===== src/rtl/mem_wr_arbiter.sv =====
// Round-robin write arbiter feeding a single memory write port.
// Grants are combinational; the memory write stage is registered and rejects out-of-range addresses.
module mem_wr_arbiter #(
  parameter int NUM_CLIENTS = 4,
  parameter int LINES_NUM   = 8,
  parameter int DATA_WIDTH  = 4,
  parameter int ADDR_W      = $clog2(LINES_NUM) + 1,
  localparam int ID_W       = $clog2(NUM_CLIENTS)
) (
  input  logic                              clk,
  input  logic                              rst,
  input  logic [NUM_CLIENTS-1:0]            req,
  input  logic [NUM_CLIENTS*ADDR_W-1:0]     req_addr,
  input  logic [NUM_CLIENTS*DATA_WIDTH-1:0] req_data,
  output logic [NUM_CLIENTS-1:0]            gnt,
  output logic                              mem_wr_en,
  output logic [ADDR_W-1:0]                 mem_wr_addr,
  output logic [DATA_WIDTH-1:0]             mem_wr_data,
  output logic                              addr_err,
  output logic [ID_W-1:0]                   last_gnt_id
);

  logic [ID_W-1:0]       ptr_r;
  logic [ID_W-1:0]       gnt_id_s;
  logic                  found_s;
  logic [ADDR_W-1:0]     sel_addr_s;
  logic [DATA_WIDTH-1:0] sel_data_s;
  logic                  in_range_s;
  logic [ID_W-1:0]       ptr_next_s;

  // Round-robin search starting at ptr_r; the first requester found wins.
  always_comb begin
    found_s  = 1'b0;
    gnt_id_s = '0;
    for (int off = 0; off < NUM_CLIENTS; off++) begin
      if (!found_s && req[(int'(ptr_r) + off) % NUM_CLIENTS]) begin
        found_s  = 1'b1;
        gnt_id_s = ID_W'((int'(ptr_r) + off) % NUM_CLIENTS);
      end else begin
        found_s  = found_s;
      end
    end
  end

  // One-hot grant, forced to zero while reset is held.
  always_comb begin
    gnt = '0;
    if (rst && found_s) begin
      gnt[gnt_id_s] = 1'b1;
    end else begin
      gnt = '0;
    end
  end

  // Mux out the winning client's address and data and classify the address.
  always_comb begin
    sel_addr_s = req_addr[int'(gnt_id_s)*ADDR_W +: ADDR_W];
    sel_data_s = req_data[int'(gnt_id_s)*DATA_WIDTH +: DATA_WIDTH];
    in_range_s = (32'(sel_addr_s) < 32'(LINES_NUM));
    if (gnt_id_s == ID_W'(NUM_CLIENTS - 1)) begin
      ptr_next_s = '0;
    end else begin
      ptr_next_s = gnt_id_s + ID_W'(1);
    end
  end

  // Pointer and registered memory write stage; address/data hold when idle.
  always_ff @(posedge clk or negedge rst) begin
    if (!rst) begin
      ptr_r       <= '0;
      mem_wr_en   <= 1'b0;
      mem_wr_addr <= '0;
      mem_wr_data <= '0;
      addr_err    <= 1'b0;
      last_gnt_id <= '0;
    end else if (found_s) begin
      ptr_r       <= ptr_next_s;
      mem_wr_en   <= in_range_s;
      mem_wr_addr <= sel_addr_s;
      mem_wr_data <= sel_data_s;
      addr_err    <= !in_range_s;
      last_gnt_id <= gnt_id_s;
    end else begin
      mem_wr_en   <= 1'b0;
      addr_err    <= 1'b0;
    end
  end

endmodule


===== config.mk =====
export PLATFORM = sky130hd
export DESIGN_NAME = mem_wr_arbiter
export DESIGN_NICKNAME = d
export VERILOG_FILES = /design/src/rtl/mem_wr_arbiter.sv
export SDC_FILE = /design/constraint.sdc
export NUM_CORES = 1
export LEC_CHECK = 0
export BUFFER_PORTS_ARGS = -buffer_cell sky130_fd_sc_hd__buf_4
export CORE_UTILIZATION = 25
export DETAILED_ROUTE_END_ITERATION = 7
export GPL_TIMING_DRIVEN = 0
export PLACE_DENSITY = 0.56
export SYNTH_ARGS = -nofsm -noshare
export SYNTH_HDL_FRONTEND = slang
export SYNTH_SLANG_ARGS = --single-unit

===== constraint.sdc =====
create_clock -name clk -period 3.57 [get_ports clk]
set_clock_uncertainty 0.2 [all_clocks]
set_input_delay 0.5355 -clock clk [delete_from_list [all_inputs] [get_ports clk]]
set_output_delay 0.5355 -clock clk [all_outputs]
set_load 0.01 [all_outputs]

==> flow_summary_export.csv <==
group,metric,value,unit
grt,grt_pass1_vias,1020,
finish,num-nets-final,197,
placement,gp_congestion,0.710,
synth,synth.distinct_cells,27,
cts,htree_levels,1,
cts,clock_latency,0.25,ns
worst_hold_path,hp-start,"last_gnt_id[0]$_DFFE_PN0N_",
placement,dp_hpwl,2080,um
placement,dp_cells,198,
drt,post_drt_wl_per_cell,13.4,um
cts,cts_tree,"done",
drt,ant_nets,0,
cts,cts-resized-gates,0,
synth,synthesis.area,927,um^2
cts,cts_sinks,14,
grt,grt_max_degree,17,
critical_path,arrival,2.31,ns
synth,ys_ff_latch,14,
placement,placed_cell_area,1380,um^2
floorplan,die-area,3960,um^2
synth,ys.warnings.count,0,
critical_path,r2r-start,"ptr_r[1]$_DFFE_PN0N_",
drt,vias,988,
floorplan,rows,21,
worst_hold_path,hold_path_class,"reg2reg",
synth,yosysSeqAreaShare,37.8,%
status,status,"finished clean",
synth,avgSynthCellArea,9.37,um^2
finish,fillers,351,
synth,synth_nets,138,
cts,cts.hold.buffers_added,1,
flow_run,drv_cap,0,
worst_hold_path,hold_path_depth,1,
sta,timing.final.crit_share,85.4,%
pwr,peakVddDrop,0.232,mV
sta,maxSlewViolCount,0,
cts,cts_made_buffers,3,
cts,clk_pin_slew,0.06,ns
sta,finalHoldViolCount,0,
synth,ys.flop_type,"dfrtp_1",
drt,routed_via_density,4.87,
placement,portBuffers,53,
grt,globalRouteOverflowTotal,0,
sta,max_clock_freq,0.328,GHz
critical_path,r2r-end,"ptr_r[1]$_DFFE_PN0N_",
grt,antenna_found_initial,0,
critical_path,endpoint_kind,"output port",
drt,wirelength,2720,um
critical_path,path_class,"reg2out",
critical_path,rrSetupSlack,1.32,ns
cts,post-cts-setup-buffers,0,
grt,grt_pass1_wl,4640,um
synth,postSynth.asyncResetShare,100,%
cts,cts_max_path_buffers,2,
critical_path,path_max_fanout,10,
finish,drive_gt1_share,41.4,%
finish,final_area,1450,um^2
drt,firstDrtPassIters,4,
critical_path,cp-start-kind,"register",
critical_path,rr_worst_depth,8,
pwr,power.density,674,nW/um^2
finish,areaGrowthSynthToFinish,56.1,%
sta,slew_headroom,25.1,%
synth,syn_inst,99,
finish,antenna_cells,0,
grt,grtUsageTotal,15.0,%
sta,fin_crit,3.05,ns
synth,synth_edf_count,0,
sta,tns,0,ns
floorplan,start_util,26.9,%
sta,rsz0062_at_grt,"no",
floorplan,io_pins,54,
sta,worst_pin_slew,1.11,ns
floorplan,core_area,3440,um^2
sta,setup_violations,0,
pwr,power,0.000976,W
drt,route.detailed.drc,0,
floorplan,die_x,62.9,um
critical_path,crit_required,2.83,ns
worst_hold_path,hold_end,"last_gnt_id[0]$_DFFE_PN0N_",
floorplan,die_y,62.9,um
finish,fin_cells,203,
drt,first_iter_violations,37,
pwr,p_leak,0.711,nW
sta,whs,0.284,ns
cts,ctsRootBufferMaster,"clkbuf_8",
-- worst max path at each step --
stage / from / end / depth (start not counted)
3_3_place_gp: req[1] / gnt[3] / 8
3_5_place_dp: req[1] / gnt[3] / 8
2_1_floorplan: req[3] / gnt[3] / 6
4_1_cts: ptr_r[1]$_DFFE_PN0N_ / gnt[3] / 8
6_report: ptr_r[1]$_DFFE_PN0N_ / gnt[3] / 8
5_1_grt: ptr_r[1]$_DFFE_PN0N_ / gnt[3] / 8
-- cells in the mapped netlist, drive strengths merged, types with 2 or more instances --
library cell	count	area, um^2
a211oi	15	113
inv	8	30.0
nor3b	2	15.0
and3	2	17.5
a21o	2	22.5
a31oi	7	43.8
dfrtp	14	350
mux2i	10	100
nand2	10	40.0
buf	4	53.8
clkbuf	2	7.51
nor2	11	41.3
nand2b	2	20.0
nor3	2	10.0
-- per-layer routing --
metal	up-vias	part of all wire, %	track usage, %
li1	481	-	-
met3	7	8.9	4.01
met5	-	0	0
met1	452	45	20.1
met2	48	44	22.2
met4	0	1.4	6.40
-- metrics by stage --
stage                     setup WS (ns)  util [%]
after floorplan                    1.18         -
after global placement            0.649      40.2
after detailed placement          0.601      40.2
after CTS                         0.514      42.1
after global routing              0.274      42.1
final                             0.521      42.1
-- sequential cells by signal (all words and copies together) (netlist names) --
register / cells
mem_wr_addr: 4
mem_wr_data: 4
last_gnt_id: 2
ptr_r: 2
addr_err: 1
mem_wr_en: 1
-- critical path, cell delays in order, from the launching register on --
cell and delay, ns:
dfrtp_1 0.37, buf_6 0.13, nor3b_1 0.22, a211oi_1 0.10
nor2_1 0.22, clkbuf_1 0.46, ha_1 0.27, and3_1 0.17
buf_4 0.12
-- cell usage in the layout (no fill, tap or decap) --
cell type and n:
nand2_2 1, nand3b_1 1, and3_4 1, o31ai_1 1
mux2i_1 10, dlygate4sd3_1 1, and3_1 1, o22ai_1 1
nor3b_1 2, a31oi_1 7, nand2_1 9, a22o_1 1
clkbuf_1 2, buf_6 3, nor3_1 2, inv_1 8
nor4_1 1, nand2b_1 1, ha_1 1, nand2b_4 1
o21ai_1 1, a21o_4 1, nor2_1 11, clkbuf_8 4
o221ai_1 1, buf_12 1, buf_4 53, a211oi_1 15
dfrtp_1 14, a21o_1 1
-- cell type report --
class | count | area, um^2 | area share [%]
Buffer | 6 | 61.3 | 4.24
Clock buffer | 4 | 55.1 | 3.80
Inverter | 8 | 30.0 | 2.07
Timing Repair Buffer | 54 | 408 | 28.2
Multi-Input combinational cell | 71 | 485 | 33.5
Tap cell | 46 | 57.6 | 3.98
Sequential cell | 14 | 350 | 24.2
-- power breakdown --
part / internal (W) / total [W] / switching (W) / leakage [nW]
Sequential: 0.000237 / 0.000280 / 0.0000434 / 0.164
Combinational: 0.000280 / 0.000539 / 0.000259 / 0.519
Clock: 0.0000977 / 0.000156 / 0.0000588 / 0.0288
-- cells by family after synthesis --
kind of cell	share of synthesized area, %
fa+ha+maj	1.35
simple gates	17.0
buf+inv	9.85
compound gates	23.2
mux	10.8
flops	37.8
(Power assumes the default switching activity.)
